[config.mk]
export PLATFORM = sky130hd
export DESIGN_NAME = reg_pipe
export DESIGN_NICKNAME = d
export VERILOG_FILES = /design/src/rtl/reg_pipe_pkg.sv /design/src/rtl/reg_pipe_stage.sv /design/src/rtl/reg_pipe.sv
export SDC_FILE = /design/constraint.sdc
export NUM_CORES = 1
export LEC_CHECK = 0
export BUFFER_PORTS_ARGS = -buffer_cell sky130_fd_sc_hd__buf_2
export CORE_MARGIN = 10
export CORE_UTILIZATION = 57
export CTS_CLUSTER_DIAMETER = 50
export CTS_CLUSTER_SIZE = 12
export DETAILED_ROUTE_END_ITERATION = 6
export GPL_ROUTABILITY_DRIVEN = 0
export PLACE_DENSITY_LB_ADDON = 0.15
export SKIP_LAST_GASP = 1
export SYNTH_ARGS = -nofsm -noshare
export SYNTH_HDL_FRONTEND = slang
export SYNTH_SLANG_ARGS = --single-unit
[constraint.sdc]
create_clock -name clk_i -period 3.6 [get_ports clk_i]
set_input_delay 0.36 -clock clk_i [delete_from_list [all_inputs] [get_ports clk_i]]
set_output_delay 0.36 -clock clk_i [all_outputs]
set_load 0.01 [all_outputs]
[src/rtl/reg_pipe_pkg.sv]
// Shared constants for the cipher datapath pipeline registers.
package reg_pipe_pkg;

    localparam int unsigned BLOCK_W = 128;

endpackage : reg_pipe_pkg

[src/rtl/reg_pipe_stage.sv]
// One elastic pipeline stage: a valid bit and a data register with a ready chain.
module reg_pipe_stage #(
    parameter int unsigned WIDTH = 128
) (
    input  logic             clk_i,
    input  logic             rst_ni,
    input  logic             flush_i,
    input  logic             up_valid_i,
    input  logic [WIDTH-1:0] up_data_i,
    output logic             up_ready_o,
    input  logic             dn_ready_i,
    output logic             valid_o,
    output logic [WIDTH-1:0] data_o
);

    logic             vld_q, vld_d;
    logic [WIDTH-1:0] dat_q, dat_d;
    logic             load;

    // Ready is combinational through the stage, so bubbles collapse in one cycle.
    assign up_ready_o = !vld_q || dn_ready_i;
    assign load       = up_ready_o && up_valid_i;

    always_comb begin
        vld_d = vld_q;
        dat_d = dat_q;
        if (flush_i) begin
            vld_d = 1'b0;
        end else if (up_ready_o) begin
            vld_d = up_valid_i;
            if (load) begin
                dat_d = up_data_i;
            end
        end
    end

    always_ff @(posedge clk_i or negedge rst_ni) begin
        if (!rst_ni) begin
            vld_q <= 1'b0;
            dat_q <= '0;
        end else begin
            vld_q <= vld_d;
            dat_q <= dat_d;
        end
    end

    assign valid_o = vld_q;
    assign data_o  = dat_q;

endmodule : reg_pipe_stage

[src/rtl/reg_pipe.sv]
// Elastic valid/ready pipeline register of DEPTH stages with flush and occupancy count.
module reg_pipe
    import reg_pipe_pkg::*;
#(
    parameter int unsigned WIDTH = BLOCK_W,
    parameter int unsigned DEPTH = 2,
    localparam int unsigned CNT_W = $clog2(DEPTH + 1)
) (
    input  logic             clk_i,
    input  logic             rst_ni,
    input  logic             flush_i,
    input  logic             in_valid_i,
    output logic             in_ready_o,
    input  logic [WIDTH-1:0] in_data_i,
    output logic             out_valid_o,
    input  logic             out_ready_i,
    output logic [WIDTH-1:0] out_data_o,
    output logic [CNT_W-1:0] count_o
);

    if (DEPTH < 1) begin : g_bad_depth
        $error("reg_pipe: DEPTH must be at least 1");
    end

    logic [DEPTH-1:0] vld;
    logic [DEPTH-1:0] stage_rdy;
    logic [WIDTH-1:0] dat [DEPTH];

    for (genvar s = 0; s < DEPTH; s++) begin : g_stage
        logic             up_valid;
        logic [WIDTH-1:0] up_data;
        logic             dn_ready;

        if (s == 0) begin : g_first
            assign up_valid = in_valid_i;
            assign up_data  = in_data_i;
        end else begin : g_mid_in
            assign up_valid = vld[s-1];
            assign up_data  = dat[s-1];
        end

        if (s == DEPTH - 1) begin : g_last
            assign dn_ready = out_ready_i;
        end else begin : g_mid_out
            assign dn_ready = stage_rdy[s+1];
        end

        reg_pipe_stage #(
            .WIDTH (WIDTH)
        ) u_stage (
            .clk_i      (clk_i),
            .rst_ni     (rst_ni),
            .flush_i    (flush_i),
            .up_valid_i (up_valid),
            .up_data_i  (up_data),
            .up_ready_o (stage_rdy[s]),
            .dn_ready_i (dn_ready),
            .valid_o    (vld[s]),
            .data_o     (dat[s])
        );
    end

    assign in_ready_o  = stage_rdy[0] && !flush_i;
    assign out_valid_o = vld[DEPTH-1];
    assign out_data_o  = dat[DEPTH-1];

    logic             in_xfer, out_xfer;
    logic [CNT_W-1:0] count_q, count_d;

    assign in_xfer  = in_valid_i && in_ready_o;
    assign out_xfer = out_valid_o && out_ready_i;

    // Internal stage-to-stage moves conserve occupancy, so only the two ends matter.
    always_comb begin
        count_d = count_q;
        if (flush_i) begin
            count_d = '0;
        end else if (in_xfer && !out_xfer) begin
            count_d = count_q + CNT_W'(1);
        end else if (!in_xfer && out_xfer) begin
            count_d = count_q - CNT_W'(1);
        end
    end

    always_ff @(posedge clk_i or negedge rst_ni) begin
        if (!rst_ni) begin
            count_q <= '0;
        end else begin
            count_q <= count_d;
        end
    end

    assign count_o = count_q;

endmodule : reg_pipe

==> results.sh <==
export IMPL_route_antenna_remaining_nets=0
export IMPL_antenna_found_initial=5
export IMPL_overflow=0
export IMPL_cts_hold_buffers=1
export IMPL_dpl_instance_area_um2=11600
export IMPL_cts_buffers=27
export IMPL_path_clk_slew_ps=60
export IMPL_cts_num_sinks=260
export IMPL_cts_post_setup_buffers_inserted=0
export IMPL_reg2reg_depth=4
export IMPL_portion_of_total_power_attributed_to_sequential_cells_pct=47.8
export IMPL_timing_critical_path_to_type="flop"
export IMPL_grt_pass1_wl_um=36400
export IMPL_period_needed_ps=2170
export IMPL_synth_cells=566
export IMPL_fillers=1144
export IMPL_initial_core_utilization_pct=58.6
export IMPL_num_rows=48
export IMPL_final_setup_violations=0
export IMPL_core_region_area_um2=17500
export IMPL_die_height_um=154
export IMPL_path_max_fanout=68
export IMPL_power_density_nw_per_um2=662
export IMPL_route_detailed_vias_per_inst=5.25
export IMPL_h_tree_lvls=1
export IMPL_globalRouteTotalUtil_pct=18.9
export IMPL_run_status="complete, no violations"
export IMPL_max_clock_path_buffers=3
export IMPL_finClkSkew_ps=6.40
export IMPL_worstReg2RegEnd="g_stage[1].u_stage.data_o[57]$_DFFE_PN0P_"
export IMPL_first_pass_iters=4
export IMPL_hpwl_um=16100
export IMPL_switching_power_mw=2.18
export IMPL_routed_wire_length_per_instance_um=21.2
export IMPL_period_share_pct=60.3
export IMPL_finalSetupTns_ps=0
export IMPL_synth_cell_area_um2=10200
export IMPL_worst_hold_slack_ps=64.3
export IMPL_synth_yosys_seq_area_share_pct=63.6
export IMPL_portBuffers=264
export IMPL_synth_nets=699
export IMPL_cp_data_arrival_time_ps=2560
export IMPL_syn_avg_cell_area_um2=18.1
export IMPL_synth_warnings=0
export IMPL_finish_utilization_pct=71.2
export IMPL_finish_net_count=973
export IMPL_detailedRoute_firstIterationViolations=186
export IMPL_sw_share_pct=26.5
export IMPL_instances_no_fill=1074
export IMPL_timing_worst_slew_pin_value_ps=930
export IMPL_leakage_nw=6.14
export IMPL_worst_setup_path_type="flop to flop"
export IMPL_worst_ir_drop_vdd_v=0.000438
export IMPL_critical_path_startpoint_type="flop"
export IMPL_comb_power_share_pct=21.4
export IMPL_tritoncts="yes"
export IMPL_clockRootBuffer="sky130_fd_sc_hd__clkbuf_16"
export IMPL_worstPathRequired_ps=3990
export IMPL_grt_max_degree=124
export IMPL_worstHoldPathType="input port to flop"
export IMPL_synth_seq_cells=260
export IMPL_cell_internal_pwr_mw=6.05
export IMPL_flow_area_growth_from_synthesis_pct=21.5
export IMPL_floorplan_die_area_um2=23700
export IMPL_timing_slew_headroom_pct=38.0
export IMPL_placed_cells_incl_taps=1035
export IMPL_setup_repair_after_global_routing_missed_its_margin="no"
export IMPL_grt_pass1_vias=6429
export IMPL_maxClockFrequency_mhz=460
export IMPL_regToRegSetupSlack_ps=1430
export IMPL_cts_repair_resized=0
export IMPL_post_route_cell_area_um2=12400
export IMPL_fp_dieW_um=154
export IMPL_detail_route_drc_violations=0
export IMPL_clk_insertion_delay_late_ps=500
export IMPL_drv_cap=0
export IMPL_timing_hold_violations_final=0
export IMPL_power_mw=8.23
export IMPL_vias_post_dr=5636
export IMPL_drive_gt1_share_pct=64.6
export IMPL_synth_cell_types=21
export IMPL_cp_startpoint="g_stage[1].u_stage.valid_o$_DFFE_PN0P_"
export IMPL_power_share_clock_pct=30.8
export IMPL_endpoint="g_stage[1].u_stage.data_o[57]$_DFFE_PN0P_"
export IMPL_report_final_slew_viol_count=0
export IMPL_place_worst_setup_slack_ps=1390
export IMPL_wl_um=22800
export IMPL_crit_reg2reg_launch="g_stage[1].u_stage.valid_o$_DFFE_PN0P_"
export IMPL_layout_setup_ws_ps=1430
export IMPL_pin_count=265
cells by family after synthesis:
logic type | after synthesis | share of synthesized area, %
AO/OA/AOI/OAI | 5 | 0.330
buffers and inverters | 28 | 3.12
multiplexers | 257 | 31.9
flip-flops | 260 | 63.6
AND/OR/NAND/NOR | 16 | 1.03
worst min-delay path by stage:
stage | start | endpoint | cells after the start
after floorplan | rst_ni | count_o[0]$_DFFE_PN0P_ | 0
after global placement | g_stage[0].u_stage.data_o[120]$_DFFE_PN0P_ | g_stage[0].u_stage.data_o[120]$_DFFE_PN0P_ | 1
after detailed placement | g_stage[0].u_stage.data_o[120]$_DFFE_PN0P_ | g_stage[0].u_stage.data_o[120]$_DFFE_PN0P_ | 1
after CTS | in_data_i[116] | g_stage[0].u_stage.data_o[116]$_DFFE_PN0P_ | 2
after global routing | in_data_i[119] | g_stage[0].u_stage.data_o[119]$_DFFE_PN0P_ | 2
final | in_data_i[123] | g_stage[0].u_stage.data_o[123]$_DFFE_PN0P_ | 2
critical path: stages (launching register included):
cell                      delay [ps]
sky130_fd_sc_hd__dfrtp_1         440
sky130_fd_sc_hd__nor2b_2         200
sky130_fd_sc_hd__nor3b_4         190
sky130_fd_sc_hd__buf_4           730
sky130_fd_sc_hd__mux2_2          430
layer usage:
metal	up-vias	global-route usage, %	part of all wire, %
li1	2525	-	-
met1	2889	22.7	40
met2	184	31.5	50
met3	34	6.89	8.8
met4	4	4.68	1.6
met5	-	0	0.12
power groups by stage:
stage          Combinational (mW)  Sequential (mW)  Clock (mW)
5_1_grt                      1.90             4.02        2.72
4_1_cts                      1.80             3.94        2.59
3_5_place_dp                 1.79             3.97           0
6_report                     1.76             3.94        2.53
3_3_place_gp                 1.74             3.92           0
2_1_floorplan               0.787             4.13           0
placed cells by master (no fill, tap or decap), drive strengths merged:
cell type,count
a211oi,1
a21boi,1
a31oi,1
and3b,2
buf,272
bufinv,2
clkbuf,30
clkinv,2
clkinvlp,2
dfrtp,260
diode,2
dlygate4sd3,1
mux2,257
nand2,1
nand3b,1
nor2,6
nor2b,3
nor3b,2
nor4bb,1
o211ai,1
o21ai,1
flip-flops by register name, indices dropped and copies added, names as in the netlist:
register	cells
g_stage.u_stage.data_o	256
g_stage.u_stage.valid_o	2
count_o	2
synthesized netlist by cell type:
| cell | instances | area share (%) |
|---|---|---|
| sky130_fd_sc_hd__nor2b_1 | 1 | 0.061 |
| sky130_fd_sc_hd__mux2_4 | 100 | 15 |
| sky130_fd_sc_hd__dfrtp_1 | 260 | 64 |
| sky130_fd_sc_hd__nand2_1 | 1 | 0.037 |
| sky130_fd_sc_hd__a211oi_1 | 1 | 0.073 |
| sky130_fd_sc_hd__and3b_1 | 2 | 0.17 |
| sky130_fd_sc_hd__o21ai_0 | 1 | 0.049 |
| sky130_fd_sc_hd__nand3b_1 | 1 | 0.073 |
| sky130_fd_sc_hd__a31oi_1 | 1 | 0.061 |
| sky130_fd_sc_hd__nor2b_2 | 2 | 0.17 |
| sky130_fd_sc_hd__buf_6 | 25 | 2.8 |
| sky130_fd_sc_hd__mux2_2 | 137 | 15 |
| sky130_fd_sc_hd__nor3b_2 | 1 | 0.12 |
| sky130_fd_sc_hd__mux2_1 | 20 | 2.2 |
| sky130_fd_sc_hd__nor3b_1 | 1 | 0.073 |
| sky130_fd_sc_hd__nor4bb_1 | 1 | 0.098 |
| sky130_fd_sc_hd__a21boi_0 | 1 | 0.073 |
| sky130_fd_sc_hd__nor2_1 | 6 | 0.22 |
| sky130_fd_sc_hd__o211ai_1 | 1 | 0.073 |
| sky130_fd_sc_hd__buf_8 | 2 | 0.29 |
| sky130_fd_sc_hd__buf_4 | 1 | 0.073 |
final cells by class:
class	count	area, um^2	share of cell area, %
clock buffers	30	697	5.60
well taps	225	282	2.26
clock inverters	6	85.1	0.684
diodes	2	5.00	0.0402
flip-flops and latches	260	6510	52.3
repair buffers	273	1440	11.6
multi-input cells	278	3420	27.5
(Power assumes the default switching activity.)
